[config.mk]
export PLATFORM = sky130hd
export DESIGN_NAME = dbg_mem_arbiter
export DESIGN_NICKNAME = d
export VERILOG_FILES = /design/src/rtl/dbg_mem_arbiter.sv
export SDC_FILE = /design/constraint.sdc
export NUM_CORES = 1
export LEC_CHECK = 0
export CORE_ASPECT_RATIO = 0.9
export CORE_MARGIN = 2
export CORE_UTILIZATION = 39
export CTS_CLUSTER_SIZE = 12
export DETAILED_ROUTE_END_ITERATION = 8
export GPL_TIMING_DRIVEN = 0
export PLACE_DENSITY = 0.89
export REMOVE_ABC_BUFFERS = 1
export SLEW_MARGIN = 15
export SYNTH_ARGS = -nofsm -noshare
export SYNTH_HDL_FRONTEND = slang
export SYNTH_SLANG_ARGS = --single-unit
[constraint.sdc]
create_clock -name clk -period 5.5 [get_ports clk]
set_input_delay 1.1 -clock clk [delete_from_list [all_inputs] [get_ports clk]]
set_output_delay 1.1 -clock clk [all_outputs]
set_load 0.03 [all_outputs]
[src/rtl/dbg_mem_arbiter.sv]
// ============================================================================
// Module      : dbg_mem_arbiter
// Description : Round-robin arbiter that shares one memory slave between a
//               CPU port and a debug port. It holds one transaction at a time
//               and adds a one-cycle DONE gap after each completion.
//               Optional slave watchdog: define DBG_MEM_ARBITER_TIMEOUT_EN.
// Revision    : 1.0 - initial release
// ============================================================================
`default_nettype none

module dbg_mem_arbiter #(
  parameter int TIMEOUT_CYCLES = 255
) (
  input  logic        clk,
  input  logic        reset,
  input  logic        cpu_valid,
  input  logic [31:0] cpu_addr,
  input  logic [31:0] cpu_wdata,
  input  logic [3:0]  cpu_wstrb,
  output logic        cpu_ready,
  output logic [31:0] cpu_rdata,
  input  logic        dbg_mem_op,
  input  logic [31:0] dbg_adr,
  input  logic [31:0] dbg_data,
  input  logic        dbg_RW,
  output logic        dbg_mem_rdy,
  output logic [31:0] dbg_rdata,
  output logic        mem_valid,
  output logic [31:0] mem_addr,
  output logic [31:0] mem_wdata,
  output logic [3:0]  mem_wstrb,
  input  logic        mem_ready,
  input  logic [31:0] mem_rdata,
  output logic        bus_err
);

  typedef enum logic [1:0] {
    IDLE    = 2'd0,
    GNT_CPU = 2'd1,
    GNT_DBG = 2'd2,
    DONE    = 2'd3
  } state_t;

  localparam logic [31:0] c_TIMEOUT_RDATA = 32'hDEAD_BEEF;

  state_t      r_state;
  state_t      w_state;
  logic        r_last_dbg;     // 1 = debug port was served last
  logic        w_last_dbg;
  logic        w_grant_dbg;
  logic        w_timeout;
  logic        w_mem_valid;
  logic [31:0] w_mem_addr;
  logic [31:0] w_mem_wdata;
  logic [3:0]  w_mem_wstrb;
  logic        w_cpu_ready;
  logic [31:0] w_cpu_rdata;
  logic        w_dbg_mem_rdy;
  logic [31:0] w_dbg_rdata;

  // Reject watchdog limits that do not fit the 16-bit counter.
  generate
    if (TIMEOUT_CYCLES < 2 || TIMEOUT_CYCLES > 65535) begin : g_bad_timeout
      $error("dbg_mem_arbiter: TIMEOUT_CYCLES must be in 2..65535");
    end
  endgenerate

`ifdef DBG_MEM_ARBITER_TIMEOUT_EN
  localparam logic [15:0] c_WDOG_LAST = 16'(TIMEOUT_CYCLES - 1);

  logic [15:0] r_wdog;

  // Fires on the edge that ends the TIMEOUT_CYCLES-th cycle of a grant.
  assign w_timeout = (r_wdog == c_WDOG_LAST);

  // Watchdog counts grant cycles and restarts from zero outside a grant.
  always_ff @(posedge clk or posedge reset) begin
    if (reset) begin
      r_wdog <= 16'd0;
    end else if (r_state == GNT_CPU || r_state == GNT_DBG) begin
      r_wdog <= r_wdog + 16'd1;
    end else begin
      r_wdog <= 16'd0;
    end
  end

  // One-cycle error pulse when a grant is ended by the watchdog.
  always_ff @(posedge clk or posedge reset) begin
    if (reset) begin
      bus_err <= 1'b0;
    end else begin
      bus_err <= w_timeout && !mem_ready &&
                 (r_state == GNT_CPU || r_state == GNT_DBG);
    end
  end
`else
  assign w_timeout = 1'b0;
  assign bus_err   = 1'b0;
`endif

  // Next-state and next-output decode; slave fields hold unless a grant loads them.
  always_comb begin
    w_state       = r_state;
    w_last_dbg    = r_last_dbg;
    w_grant_dbg   = 1'b0;
    w_mem_valid   = mem_valid;
    w_mem_addr    = mem_addr;
    w_mem_wdata   = mem_wdata;
    w_mem_wstrb   = mem_wstrb;
    w_cpu_ready   = 1'b0;
    w_cpu_rdata   = 32'd0;
    w_dbg_mem_rdy = 1'b0;
    w_dbg_rdata   = 32'd0;
    case (r_state)
      IDLE: begin
        // On a tie the port not served last wins.
        w_grant_dbg = dbg_mem_op && (!cpu_valid || !r_last_dbg);
        if (w_grant_dbg) begin
          w_state     = GNT_DBG;
          w_mem_valid = 1'b1;
          w_mem_addr  = dbg_adr;
          w_mem_wdata = dbg_data;
          w_mem_wstrb = dbg_RW ? 4'b0000 : 4'b1111;
        end else if (cpu_valid) begin
          w_state     = GNT_CPU;
          w_mem_valid = 1'b1;
          w_mem_addr  = cpu_addr;
          w_mem_wdata = cpu_wdata;
          w_mem_wstrb = cpu_wstrb;
        end
      end
      GNT_CPU: begin
        if (mem_ready || w_timeout) begin
          w_state     = DONE;
          w_mem_valid = 1'b0;
          w_cpu_ready = 1'b1;
          w_cpu_rdata = mem_ready ? mem_rdata : c_TIMEOUT_RDATA;
          w_last_dbg  = 1'b0;
        end
      end
      GNT_DBG: begin
        if (mem_ready || w_timeout) begin
          w_state       = DONE;
          w_mem_valid   = 1'b0;
          w_dbg_mem_rdy = 1'b1;
          w_dbg_rdata   = mem_ready ? mem_rdata : c_TIMEOUT_RDATA;
          w_last_dbg    = 1'b1;
        end
      end
      DONE: begin
        w_state = IDLE;
      end
      default: begin
        w_state = IDLE;
      end
    endcase
  end

  // State, arbitration history and all registered outputs.
  always_ff @(posedge clk or posedge reset) begin
    if (reset) begin
      r_state     <= IDLE;
      r_last_dbg  <= 1'b0;
      mem_valid   <= 1'b0;
      mem_addr    <= 32'd0;
      mem_wdata   <= 32'd0;
      mem_wstrb   <= 4'd0;
      cpu_ready   <= 1'b0;
      cpu_rdata   <= 32'd0;
      dbg_mem_rdy <= 1'b0;
      dbg_rdata   <= 32'd0;
    end else begin
      r_state     <= w_state;
      r_last_dbg  <= w_last_dbg;
      mem_valid   <= w_mem_valid;
      mem_addr    <= w_mem_addr;
      mem_wdata   <= w_mem_wdata;
      mem_wstrb   <= w_mem_wstrb;
      cpu_ready   <= w_cpu_ready;
      cpu_rdata   <= w_cpu_rdata;
      dbg_mem_rdy <= w_dbg_mem_rdy;
      dbg_rdata   <= w_dbg_rdata;
    end
  end

endmodule

`default_nettype wire

==> Word-level counts from Yosys, hierarchy flattened <==
Index checks and enable logic that the tools add are counted.
{ "totals": {"memories": 0, "ram_bits": 0, "elab_cells": 53, "in_bits": 170, "regBits": 138, "latch_bits": 0, "out_inout_bits": 136, "romBits": 0} }
{ "op_classes": {"mux": 23, "shift": 0, "mul": 0, "n_reduce_logical": 13, "addsub": 0, "div_mod_pow": 0, "n_eq_ne": 7, "bitwise": 0, "order_cmp": 0} }
{ "ops": {"columns": ["op", "n"], "rows": [
  ["32-bit 2-to-1 mux", 7],
  ["4-bit 2-to-1 mux", 3],
  ["1-bit 2-to-1 mux", 7],
  ["2-bit 2-to-1 mux", 3],
  ["2-bit case mux with 3 select lines", 1],
  ["3-bit AND reduction", 2],
  ["2-bit nonzero test", 3],
  ["2-bit == test, second input constant", 2],
  ["2-bit != test, second input constant", 2],
  ["1-bit case mux with 2 select lines", 2],
  ["2-bit AND reduction", 2],
  ["3-bit != test, second input constant", 1],
  ["2-bit by 1-bit == test with 1-bit output, second input constant", 1],
  ["1-bit zero test", 2],
  ["2-bit zero test", 1],
  ["2-bit by 1-bit != test with 1-bit output, second input constant", 1],
  ["2-bit OR reduction", 1],
  ["1-bit logical AND", 1],
  ["1-bit logical OR", 1]
]} }

==> Depth between registers and ports, before layout <==
Gate-level depths: netlist of the first run.
{ "depth": {"ltp_word": 5, "mapped_depth": 8, "mapped_depth_nobuf": 5} }

==> Worst setup path after synthesis of the first run <==
Ideal clock, no wire load.
{ "synth_path": {"path_kind": "input-to-reg", "from": "input port cpu_valid", "to": "register r_state[0]", "setup_ns": 0.128, "t_required_ns": 5.372, "path_buffers": 0, "cell_stages": 3, "setup_slack_ns": 3.570, "t_arrival_ns": 1.802, "cell_sequence": "nor3b_1 -> a21oi_1 -> mux2_1"} }
{ "synth_via": {"elab_chain_cells": 5, "elab_cells_between_ends": 7, "classes_between": "1 x eq/ne; 2 x mux; 4 x reduce/logical"} }
{ "synth_rtl": {"columns": ["item", "line_no", "source"], "rows": [
  ["start: declaration", "16", "input logic cpu_valid,"],
  ["1-bit zero test", "117", "w_grant_dbg = dbg_mem_op && (!cpu_valid || !r_last_dbg);"],
  ["1-bit logical OR", "117", null],
  ["1-bit logical AND", "117", null],
  ["2-bit 2-to-1 mux or 3-bit != test (tied branches)", null, null],
  ["2-bit case mux with 3 select lines or 2-bit AND reduction (tied branches)", null, null],
  ["end signal: assignment", "173", "r_state <= w_state;"],
  ["end: declaration", "46", "state_t r_state;"]
]} }
Parallel ways exist; a longest one is shown, timed or not.
A chain may end at the register's enable or synchronous reset.

==> Worst setup path in the final report of the first run <==
{ "layout_path": {"from": "input port dbg_mem_op", "to": "register mem_addr[31]"} }
{ "layout_via": {"elab_chain_cells": 3, "elab_cells_between_ends": 4, "classes_between": "1 x mux; 3 x reduce/logical"} }
{ "layout_rtl": {"columns": ["item", "line_no", "source"], "rows": [
  ["start: declaration", "22", "input logic dbg_mem_op,"],
  ["1-bit logical AND (*)", "117", null],
  ["2-bit nonzero test (no line)", null, null],
  ["2-bit AND reduction (no line)", null, null],
  ["end signal: assignment", "176", "mem_addr <= w_mem_addr;"],
  ["end: declaration", "29", "output logic [31:0] mem_addr,"]
]} }
Mark *: on every way between the ends. The rest lies on a longest branch, timed or not.

==> flow_summary.html, run 1 <==
<table>
<tr><th>Metric</th><th>Value</th></tr>
<tr><th colspan="2">Worst setup path</th></tr>
<tr><td>Number of buffer and inverter stages on the critical path</td><td>3</td></tr>
<tr><td>Startpoint of the worst register-to-register path</td><td>r_state[1]</td></tr>
<tr><td>Category of cells accounting for the largest share of critical-path delay</td><td>buffers and inverters</td></tr>
<tr><td>Delay of the slowest critical-path stage</td><td>around 0.6 ns</td></tr>
<tr><td>Worst-path cell with the longest stage delay</td><td>a21boi_4</td></tr>
<tr><td>Data arrival time of the critical path</td><td>2.98 ns</td></tr>
<tr><td>Minimum setup slack among reg-to-reg paths</td><td>3.47 ns</td></tr>
<tr><td>Startpoint Class</td><td>input pin</td></tr>
<tr><td>Crit path max fanout</td><td>31</td></tr>
<tr><td>Startpoint-to-endpoint class of the critical path</td><td>in2reg</td></tr>
<tr><td>Worst reg2reg path endpoint</td><td>mem_addr[29]</td></tr>
<tr><td>Cell seen most often among critical-path stages</td><td>buf_16</td></tr>
<tr><td>Worst-path cell chain</td><td>clkdlybuf4s50_1 &gt; a21boi_4 &gt; buf_16 &gt; buf_16 &gt; nand2_1 &gt; a31oi_1</td></tr>
<tr><td>Worst setup EP type</td><td>register</td></tr>
<tr><td>Required time at the endpoint of the critical path</td><td>~5.8 ns</td></tr>
<tr><td>Depth of the worst register-to-register path</td><td>6</td></tr>
<tr><th colspan="2">GRT</th></tr>
<tr><td>GRT busiest layer</td><td>met2</td></tr>
<tr><td>GRT Resource Usage Total</td><td>23.6%</td></tr>
<tr><td>Wire length of the first global-routing pass</td><td>26.4 mm</td></tr>
<tr><td>Initial antenna violation count</td><td>0</td></tr>
<tr><td>Met2 track demand over resource in global routing</td><td>between 40% and 50%</td></tr>
<tr><td>Vias in the first global route</td><td>5,051</td></tr>
<tr><td>Met1 global-route usage</td><td>24.9%</td></tr>
<tr><td>Met3 capacity usage during global routing</td><td>12.5%</td></tr>
<tr><td>Maximum number of pins on one net before global-route repair</td><td>80</td></tr>
<tr><td>Total grt overflow</td><td>0</td></tr>
<tr><th colspan="2">Synth</th></tr>
<tr><td>Most instantiated flip-flop cell in the synthesis netlist</td><td>dfrtp_1</td></tr>
<tr><td>Multiplexer area fraction after synthesis</td><td>0.569%</td></tr>
<tr><td>Fraction of synthesized cell area in xor and xnor cells</td><td>0%</td></tr>
<tr><td>Cell area after synthesis</td><td>0.00549 sq mm</td></tr>
<tr><td>Sequential cell area fraction in the yosys report</td><td>62.9%</td></tr>
<tr><td>Synthesized-area fraction occupied by ao, oa, aoi and oai cells</td><td>9.31%</td></tr>
<tr><td>EDFF count, synth</td><td>0</td></tr>
<tr><td>Number of warnings issued by yosys</td><td>0</td></tr>
<tr><td>Avg Cell Area, Syn</td><td>10.2 sq um</td></tr>
<tr><td>Share of synthesized cell area in and, or, nand and nor gates</td><td>21.3%</td></tr>
<tr><td>Netlist cell types</td><td>25</td></tr>
<tr><td>Adder and majority cell fraction of the synthesized area</td><td>1.14%</td></tr>
<tr><td>Largest family of logic cells by synthesized area</td><td>simple AND/OR/NAND/NOR gates</td></tr>
<tr><td>Syn Inst Count</td><td>541</td></tr>
<tr><td>Ys async rst share</td><td>100%</td></tr>
<tr><td>Synthesized flop and latch total</td><td>between 100 and 150</td></tr>
<tr><th colspan="2">Floorplan</th></tr>
<tr><td>Core Area</td><td>between 0.01 and 0.015 sq mm</td></tr>
<tr><td>DIE AREA</td><td>0.0151 sq mm</td></tr>
<tr><td>Initial Util</td><td>39.5%</td></tr>
<tr><td>Chip height</td><td>about 120 microns</td></tr>
<tr><td>Number of top-level pins</td><td>306</td></tr>
<tr><td>Die extent in x</td><td>roughly 130 microns</td></tr>
<tr><td>Cell Rows</td><td>41</td></tr>
<tr><th colspan="2">Hold path</th></tr>
<tr><td>Hold Crit Start</td><td>mem_wstrb[0]</td></tr>
<tr><td>Hold EP</td><td>mem_wstrb[0]</td></tr>
<tr><td>Class of the tightest hold or removal check</td><td>reg2reg</td></tr>
<tr><td>Worst hold path cell count</td><td>2</td></tr>
<tr><th colspan="2">Clock network</th></tr>
<tr><td>Post-cts sizing count</td><td>0</td></tr>
<tr><td>TritonCTS clock tree</td><td>yes</td></tr>
<tr><td>Number of buffers inserted for hold repair after clock tree synthesis</td><td>0</td></tr>
<tr><td>H-tree Lvls</td><td>4</td></tr>
<tr><td>Clock insertion delay at the later pin of the skew report</td><td>0.42 ns</td></tr>
<tr><td>Buffer levels on the longest clock path</td><td>2</td></tr>
<tr><td>Clock transition at the register clock pins on the worst setup and hold paths after CTS</td><td>around 0.060 ns</td></tr>
<tr><td>Buffer type at the clock tree root</td><td>clkbuf_16</td></tr>
<tr><td>Total CTS buffers</td><td>17</td></tr>
<tr><td>Total number of clock tree sinks</td><td>138</td></tr>
<tr><td>Post-CTS Setup Inserts</td><td>0</td></tr>
<tr><th colspan="2">Power and ir drop</th></tr>
<tr><td>Total leakage power</td><td>4.22 nW</td></tr>
<tr><td>Pwr per Cell Area</td><td>around 540 mW/mm^2</td></tr>
<tr><td>Peak ir drop on the vdd network</td><td>0.000316 V</td></tr>
<tr><th colspan="2">Routing</th></tr>
<tr><td>Routed len/inst</td><td>17.5 microns</td></tr>
<tr><td>Count of nets left with antenna violations after detail routing</td><td>0</td></tr>
<tr><td>DRC</td><td>0</td></tr>
<tr><td>Total number of vias</td><td>5,083</td></tr>
<tr><td>Detailed Route WL</td><td>18.0 mm</td></tr>
<tr><td>Detailed router's first-iteration violation count</td><td>264</td></tr>
<tr><td>Number of detailed-route iterations in the first pass</td><td>7</td></tr>
<tr><td>Number of vias per cell</td><td>4.93</td></tr>
<tr><th colspan="2">Placed design</th></tr>
<tr><td>Standard cell area after detailed placement</td><td>0.00869 sq mm</td></tr>
<tr><td>Pre-CTS setup slack</td><td>2.44 ns</td></tr>
<tr><td>Weighted congestion at the end of routability-driven global placement</td><td>0.759</td></tr>
<tr><td>Total half-perimeter wirelength after legalization and detailed placement</td><td>approximately 12 mm</td></tr>
<tr><td>Port bufs</td><td>304</td></tr>
<tr><th colspan="2">Final layout</th></tr>
<tr><td>Final non-filler cell area</td><td>0.00928 sq mm</td></tr>
<tr><td>Share of cells above drive strength 1</td><td>5.61%</td></tr>
<tr><td>Final layout net count</td><td>1,000</td></tr>
<tr><td>Fill cell total of the finished layout</td><td>between 1,000 and 1,500</td></tr>
<tr><td>Antenna cell count</td><td>0</td></tr>
<tr><td>Layout Area Growth over Synthesis</td><td>68.9%</td></tr>
<tr><th colspan="2">Timing</th></tr>
<tr><td>Final hold violation count</td><td>0</td></tr>
<tr><td>Setup violation total in the final timing report</td><td>0</td></tr>
<tr><td>Maximum operating frequency</td><td>378 MHz</td></tr>
<tr><td>Final clock skew</td><td>0.00929 ns</td></tr>
<tr><td>Final-report max-slew violation count</td><td>0</td></tr>
<tr><td>Final WS setup</td><td>about 2.9 ns</td></tr>
<tr><td>RSZ-0062 raised after global routing</td><td>no</td></tr>
<tr><td>Headroom to the max-slew limit</td><td>a little under a third</td></tr>
<tr><td>Time the worst path needs with I/O delays and setup</td><td>2.65 ns</td></tr>
<tr><td>Period Utilization, post-route</td><td>48.1%</td></tr>
<tr><td>Transition time at the pin with the least slew margin</td><td>1.04 ns</td></tr>
<tr><th colspan="2">Run</th></tr>
<tr><td>Max cap viols</td><td>0</td></tr>
<tr><th colspan="2">Outcome</th></tr>
<tr><td>Run status</td><td>finished clean</td></tr>
</table>
## area by class of cell
class | count | area, sq um | share of cell area, %
sequential | 138 | 3450 | 37.2
clock buffer | 18 | 439 | 4.73
multi-input combinational | 354 | 1800 | 19.4
tap | 193 | 241 | 2.60
timing repair buffer | 309 | 3170 | 34.1
clock inverter | 14 | 149 | 1.60
inverter | 5 | 26.3 | 0.283
## flip-flops by register name, summed over array words and instances, names as in the netlist
| signal | count |
|---|---|
| r_state | 2 |
| r_last_dbg | 1 |
| cpu_rdata | 32 |
| dbg_rdata | 32 |
| mem_wstrb | 4 |
| dbg_mem_rdy | 1 |
| cpu_ready | 1 |
| mem_wdata | 32 |
| mem_addr | 32 |
| mem_valid | 1 |
## stage by stage
step,power [mW],setup TNS [ns],utilization [%],hold slack (ns),instances
6_report,4.99,0,66.8,0.531,1031
5_1_grt,5.25,0,66.8,0.550,1031
4_1_cts,5.03,0,66.8,0.532,1031
3_5_place_dp,3.87,0,62.5,0.509,999
3_3_place_gp,3.81,-159.81,61.4,0.487,994
2_1_floorplan,2.82,0,-,0.493,497
## Yosys cell counts, types with 2 or more instances
library cell / number / area [sq um]
and3_1: 64 / 400
mux2i_1: 2 / 20.0
o31ai_1: 2 / 15.0
buf_1: 2 / 7.51
buf_4: 8 / 60.1
clkbuf_1: 13 / 48.8
ha_1: 5 / 62.6
nand2_1: 133 / 499
a21oi_2: 4 / 35.0
buf_6: 3 / 33.8
dfrtp_1: 138 / 3450
inv_1: 5 / 18.8
a31oi_1: 64 / 400
a21oi_1: 2 / 10.0
buf_2: 18 / 90.1
nor2_1: 69 / 259
## placed cells by master (no fill, tap or decap), drive strengths merged, types with 2 or more instances in the layout
master         count
a31oi             64
buf                6
o21a               2
mux2i              2
nand2            133
o31ai              2
clkinvlp           2
clkdlybuf4s50    303
and3              64
clkbuf            18
nor2              69
ha                 5
a21oi              6
clkinv             3
inv               13
dfrtp            138
## worst reg2reg max path, cell delays in order, from the launching register on
cell	delay [ns]
dfrtp_1	0.40
inv_1	0.13
ha_1	0.20
o21a_4	0.57
buf_16	0.34
nor2_1	0.13
a31oi_1	0.17
## cell families (layout without fill, tap and decap cells)
| family | Yosys count | count (layout) |
|---|---|---|
| AND/OR/NAND/NOR | 268 | 268 |
| flip-flops | 138 | 138 |
| AO/OA/AOI/OAI | 77 | 77 |
| buffers and inverters | 49 | 346 |
| adder cells (fa/ha/maj) | 5 | 5 |
| multiplexers | 3 | 3 |
| other | 1 | 1 |
## per-layer routing
layer	share of wire, %	wire length (microns)
met1	36	6490
met4	1.8	327
met3	12	2140
met2	50	9060
met5	0	0
## report_power, final
group	switching (mW)	leakage [nW]	total (mW)	internal (mW)
registers	0.169	1.71	1.53	1.36
clock network	0.476	0.284	1.13	0.652
logic	1.37	2.23	2.33	0.958
total	2.02	4.22	4.99	2.97
## worst max-delay path by stage
stage | cells past startpoint | slack, ns | from | endpoint
after global routing | 6 | 2.77 | dbg_mem_op | mem_wdata[20]
final | 6 | 2.85 | dbg_mem_op | mem_addr[31]
after floorplan | 1 | 0.70 | reset | cpu_rdata[0]
after detailed placement | 6 | 2.44 | dbg_mem_op | mem_wdata[12]
after CTS | 5 | 2.87 | cpu_valid | mem_wdata[26]
after global placement | 2 | -1.17 | reset | mem_wdata[7]
(Power assumes the default switching activity.)
==> run 2, diff against run 1 <==
==> constraint.sdc (replaced) <==
create_clock -name clk -period 2.7 [get_ports clk]
set_input_delay 0.54 -clock clk [delete_from_list [all_inputs] [get_ports clk]]
set_output_delay 0.54 -clock clk [all_outputs]
set_load 0.03 [all_outputs]
==> results of run 2 <==
Same layout as run 1 (identical final DEF). Status: finished clean.
Among the figures that moved: setup slack after placement 2.44 ns -> 0.195 ns; setup slack after layout 2.85 ns -> 0.615 ns; register-to-register setup slack 3.47 ns -> 0.67 ns; total power 4.99 mW -> 10.2 mW; worst IR drop on VDD 0.000316 V -> 0.000644 V
==> run 3, diff against run 2 <==
--- a/config.mk
+++ b/config.mk
@@ -7,11 +7,11 @@
 export LEC_CHECK = 0
 export CORE_ASPECT_RATIO = 0.9
 export CORE_MARGIN = 2
-export CORE_UTILIZATION = 39
+export CORE_UTILIZATION = 35
 export CTS_CLUSTER_SIZE = 12
 export DETAILED_ROUTE_END_ITERATION = 8
 export GPL_TIMING_DRIVEN = 0
-export PLACE_DENSITY = 0.89
+export PLACE_DENSITY = 0.85
 export REMOVE_ABC_BUFFERS = 1
 export SLEW_MARGIN = 15
 export SYNTH_ARGS = -nofsm -noshare
==> constraint.sdc (replaced) <==
create_clock -name clk -period 1.8 [get_ports clk]
set_input_delay 0.36 -clock clk [delete_from_list [all_inputs] [get_ports clk]]
set_output_delay 0.36 -clock clk [all_outputs]
set_load 0.03 [all_outputs]
==> run 3 against run 2 <==
  * Power increased by 46%
  * Global-route usage decreased by 1.3 points
  * Register-to-register slack got worse by 0.57 ns
  * Flip-flop and latch count unchanged
  * Sequential share of layout area decreased by 0.15 points
  * Final cell count increased by 1.5%
  * Die area increased by 11%
  * Critical path type is now reg2out
==> flow_summary.html, run 3 (synthesis gave the netlist of run 1 again) <==
<table>
<tr><th>Metric</th><th>Value</th></tr>
<tr><th colspan="2">Placed design</th></tr>
<tr><td>Port bufs</td><td>304</td></tr>
<tr><td>Total half-perimeter wirelength after legalization and detailed placement</td><td>12.2 mm</td></tr>
<tr><td>Weighted congestion at the end of routability-driven global placement</td><td>around 0.75</td></tr>
<tr><td>Pre-CTS setup slack</td><td>-0.607 ns</td></tr>
<tr><th colspan="2">Power and ir drop</th></tr>
<tr><td>Pwr per Cell Area</td><td>about 1600 mW/mm^2</td></tr>
<tr><td>Peak ir drop on the vdd network</td><td>between 0.0008 and 0.0009 V</td></tr>
<tr><td>Total leakage power</td><td>4.94 nW</td></tr>
<tr><td>Cell internal power dissipation</td><td>about 8.6 mW</td></tr>
<tr><td>Switching pwr</td><td>roughly 6.2 mW</td></tr>
<tr><td>Fraction of power consumed by the clock network</td><td>24.0%</td></tr>
<tr><td>Switching share of power</td><td>a little over two fifths</td></tr>
<tr><td>Proportion of power drawn by flip-flops and latches</td><td>31.1%</td></tr>
<tr><td>Fraction of power consumed by combinational cells</td><td>between 40% and 50%</td></tr>
<tr><th colspan="2">Worst setup path</th></tr>
<tr><td>Minimum setup slack among reg-to-reg paths</td><td>roughly 0.1 ns</td></tr>
<tr><td>Data arrival time of the critical path</td><td>1.42 ns</td></tr>
<tr><td>Crit path max fanout</td><td>1</td></tr>
<tr><td>Stages on worst setup path</td><td>1</td></tr>
<tr><td>Required time at the endpoint of the critical path</td><td>approximately 1.4 ns</td></tr>
<tr><td>Worst-path cell chain</td><td>clkdlybuf4s50_1</td></tr>
<tr><td>Number of buffer and inverter stages on the critical path</td><td>1</td></tr>
<tr><td>Category of cells accounting for the largest share of critical-path delay</td><td>buffers and inverters</td></tr>
<tr><td>Worst reg2reg path endpoint</td><td>mem_wstrb[0]</td></tr>
<tr><td>Worst setup EP type</td><td>output pin</td></tr>
<tr><td>Delay of the slowest critical-path stage</td><td>0.68 ns</td></tr>
<tr><td>Depth of the worst register-to-register path</td><td>6</td></tr>
<tr><td>Worst-path cell with the longest stage delay</td><td>clkdlybuf4s50_1</td></tr>
<tr><td>Startpoint of the worst register-to-register path</td><td>r_state[0]</td></tr>
<tr><td>Startpoint Class</td><td>register</td></tr>
<tr><td>Startpoint-to-endpoint class of the critical path</td><td>reg2out</td></tr>
<tr><th colspan="2">Final layout</th></tr>
<tr><td>Most common library cell in the layout ignoring fill and taps</td><td>clkdlybuf4s50_1</td></tr>
<tr><td>Share of cells above drive strength 1</td><td>6.64%</td></tr>
<tr><td>Final layout net count</td><td>1,006</td></tr>
<tr><td>Most frequent cells in the layout</td><td>169 x clkdlybuf4s50_1, 138 x dfrtp_1, 133 x nand2_1</td></tr>
<tr><td>Antenna cell count</td><td>0</td></tr>
<tr><td>Fill cell total of the finished layout</td><td>1,267</td></tr>
<tr><td>Layout Area Growth over Synthesis</td><td>69.6%</td></tr>
<tr><td>Final cell utilization of the core</td><td>60.6%</td></tr>
<tr><th colspan="2">Floorplan</th></tr>
<tr><td>Core Area</td><td>0.0154 sq mm</td></tr>
<tr><td>Number of top-level pins</td><td>306</td></tr>
<tr><td>Initial Util</td><td>35.7%</td></tr>
<tr><td>Die extent in x</td><td>about 140 microns</td></tr>
<tr><td>DIE AREA</td><td>0.0167 sq mm</td></tr>
<tr><td>Chip height</td><td>123 microns</td></tr>
<tr><td>Cell Rows</td><td>43</td></tr>
<tr><th colspan="2">Run</th></tr>
<tr><td>Max cap viols</td><td>0</td></tr>
<tr><th colspan="2">GRT</th></tr>
<tr><td>Wire length of the first global-routing pass</td><td>27.8 mm</td></tr>
<tr><td>Maximum number of pins on one net before global-route repair</td><td>76</td></tr>
<tr><td>Met1 global-route usage</td><td>24.8%</td></tr>
<tr><td>Total grt overflow</td><td>0</td></tr>
<tr><td>GRT Resource Usage Total</td><td>22.3%</td></tr>
<tr><td>Vias in the first global route</td><td>5,142</td></tr>
<tr><td>Met3 capacity usage during global routing</td><td>11.2%</td></tr>
<tr><td>Initial antenna violation count</td><td>0</td></tr>
<tr><td>Met2 track demand over resource in global routing</td><td>between 30% and 40%</td></tr>
<tr><td>GRT busiest layer</td><td>met2</td></tr>
<tr><th colspan="2">Clock network</th></tr>
<tr><td>H-tree Lvls</td><td>4</td></tr>
<tr><td>Clock insertion delay at the later pin of the skew report</td><td>0.42 ns</td></tr>
<tr><td>Total number of clock tree sinks</td><td>about 140</td></tr>
<tr><td>Buffer type at the clock tree root</td><td>clkbuf_16</td></tr>
<tr><td>Clock transition at the register clock pins on the worst setup and hold paths after CTS</td><td>0.06 ns</td></tr>
<tr><td>TritonCTS clock tree</td><td>yes</td></tr>
<tr><td>Buffer levels on the longest clock path</td><td>2</td></tr>
<tr><td>Total CTS buffers</td><td>17</td></tr>
<tr><td>Number of buffers inserted for hold repair after clock tree synthesis</td><td>0</td></tr>
<tr><th colspan="2">Timing</th></tr>
<tr><td>Maximum operating frequency</td><td>563 MHz</td></tr>
<tr><td>Time the worst path needs with I/O delays and setup</td><td>1.78 ns</td></tr>
<tr><td>Final-report max-slew violation count</td><td>0</td></tr>
<tr><td>Period Utilization, post-route</td><td>98.7%</td></tr>
<tr><td>Final clock skew</td><td>approximately 0.012 ns</td></tr>
<tr><td>Transition time at the pin with the least slew margin</td><td>between 0.8 and 0.9 ns</td></tr>
<tr><td>Fin Hold WS</td><td>0.389 ns</td></tr>
<tr><td>Final WS setup</td><td>0.0239 ns</td></tr>
<tr><td>Setup violation total in the final timing report</td><td>0</td></tr>
<tr><td>Headroom to the max-slew limit</td><td>a little over two fifths</td></tr>
<tr><td>Final hold violation count</td><td>0</td></tr>
<tr><th colspan="2">Routing</th></tr>
<tr><td>DRC</td><td>0</td></tr>
<tr><td>Number of detailed-route iterations in the first pass</td><td>4</td></tr>
<tr><td>Number of vias per cell</td><td>4.85</td></tr>
<tr><td>Routed len/inst</td><td>17.8 microns</td></tr>
<tr><td>Total number of vias</td><td>5,068</td></tr>
<tr><td>Detailed router's first-iteration violation count</td><td>134</td></tr>
<tr><td>Count of nets left with antenna violations after detail routing</td><td>0</td></tr>
<tr><td>Detailed Route WL</td><td>18.6 mm</td></tr>
<tr><th colspan="2">Outcome</th></tr>
<tr><td>Run status</td><td>finished clean</td></tr>
<tr><th colspan="2">Hold path</th></tr>
<tr><td>Class of the tightest hold or removal check</td><td>in2async</td></tr>
</table>
-- run 3: cell count changes in the layout (fill, tap and decap cells not counted), moves of 3 or more --
cell,change
dlygate4sd2_1,+105
dlymetal6s2s_1,+29
ha_2,+3
buf_4,+4
ha_1,-3
clkdlybuf4s50_1,-134
clkinv_4,-3
-- run 3: how the worst max path moves through the flow --
| stage | from | endpoint | slack, ns |
|---|---|---|---|
| after detailed placement | cpu_valid | mem_wstrb[0] | -0.61 |
| after global routing | r_state[1] | mem_wstrb[2] | -0.0004 |
| after global placement | reset | mem_wdata[10] | -4.13 |
| after CTS | mem_addr[22] | mem_addr[22] | 0.0008 |
| after floorplan | reset | cpu_rdata[0] | -2.26 |
| final | dbg_rdata[6] | dbg_rdata[6] | 0.02 |
-- run 3: layout make-up --
type / instances / area (sq um) / share of cell area [%]
Inverter: 5 / 26.3 / 0.282
Multi-Input combinational cell: 356 / 1840 / 19.7
Clock inverter: 13 / 158 / 1.69
Clock buffer: 19 / 443 / 4.75
Tap cell: 202 / 253 / 2.71
Timing Repair Buffer: 313 / 3150 / 33.8
Sequential cell: 138 / 3450 / 37.1
-- run 3: timing repair --
item / in CTS / in global routing
gates resized for setup: 109 / 30
setup endpoints to repair: 145 / 41
setup buffers: 4 / 0
cloned: 2 / 0
-- run 3: power by group through the flow --
stage	logic, mW	clock network [mW]	registers (mW)
floorplan	1.94	0	6.67
finish	6.66	3.56	4.61
detailed placement	7.14	0	4.71
global route	7.10	3.76	4.73
CTS	6.72	3.62	4.62
global placement	6.83	0	4.63
-- run 3: layer usage --
| layer | vias to the layer above | wire length (microns) |
|---|---|---|
| li1 | 2395 | - |
| met3 | 26 | 2210 |
| met1 | 2406 | 6970 |
| met5 | - | 0 |
| met2 | 241 | 9030 |
| met4 | 0 | 424 |
-- run 3: stage by stage --
step | setup TNS, ns | power, mW | cells | instance area, sq um
2_1_floorplan | -410.28 | 8.61 | 497 | 5250
3_3_place_gp | -796.31 | 11.5 | 1003 | 8550
3_5_place_dp | -27.57 | 11.8 | 1008 | 8710
4_1_cts | 0 | 15.0 | 1046 | 9240
5_1_grt | -0.000449 | 15.6 | 1046 | 9320
6_report | 0 | 14.8 | 1046 | 9320
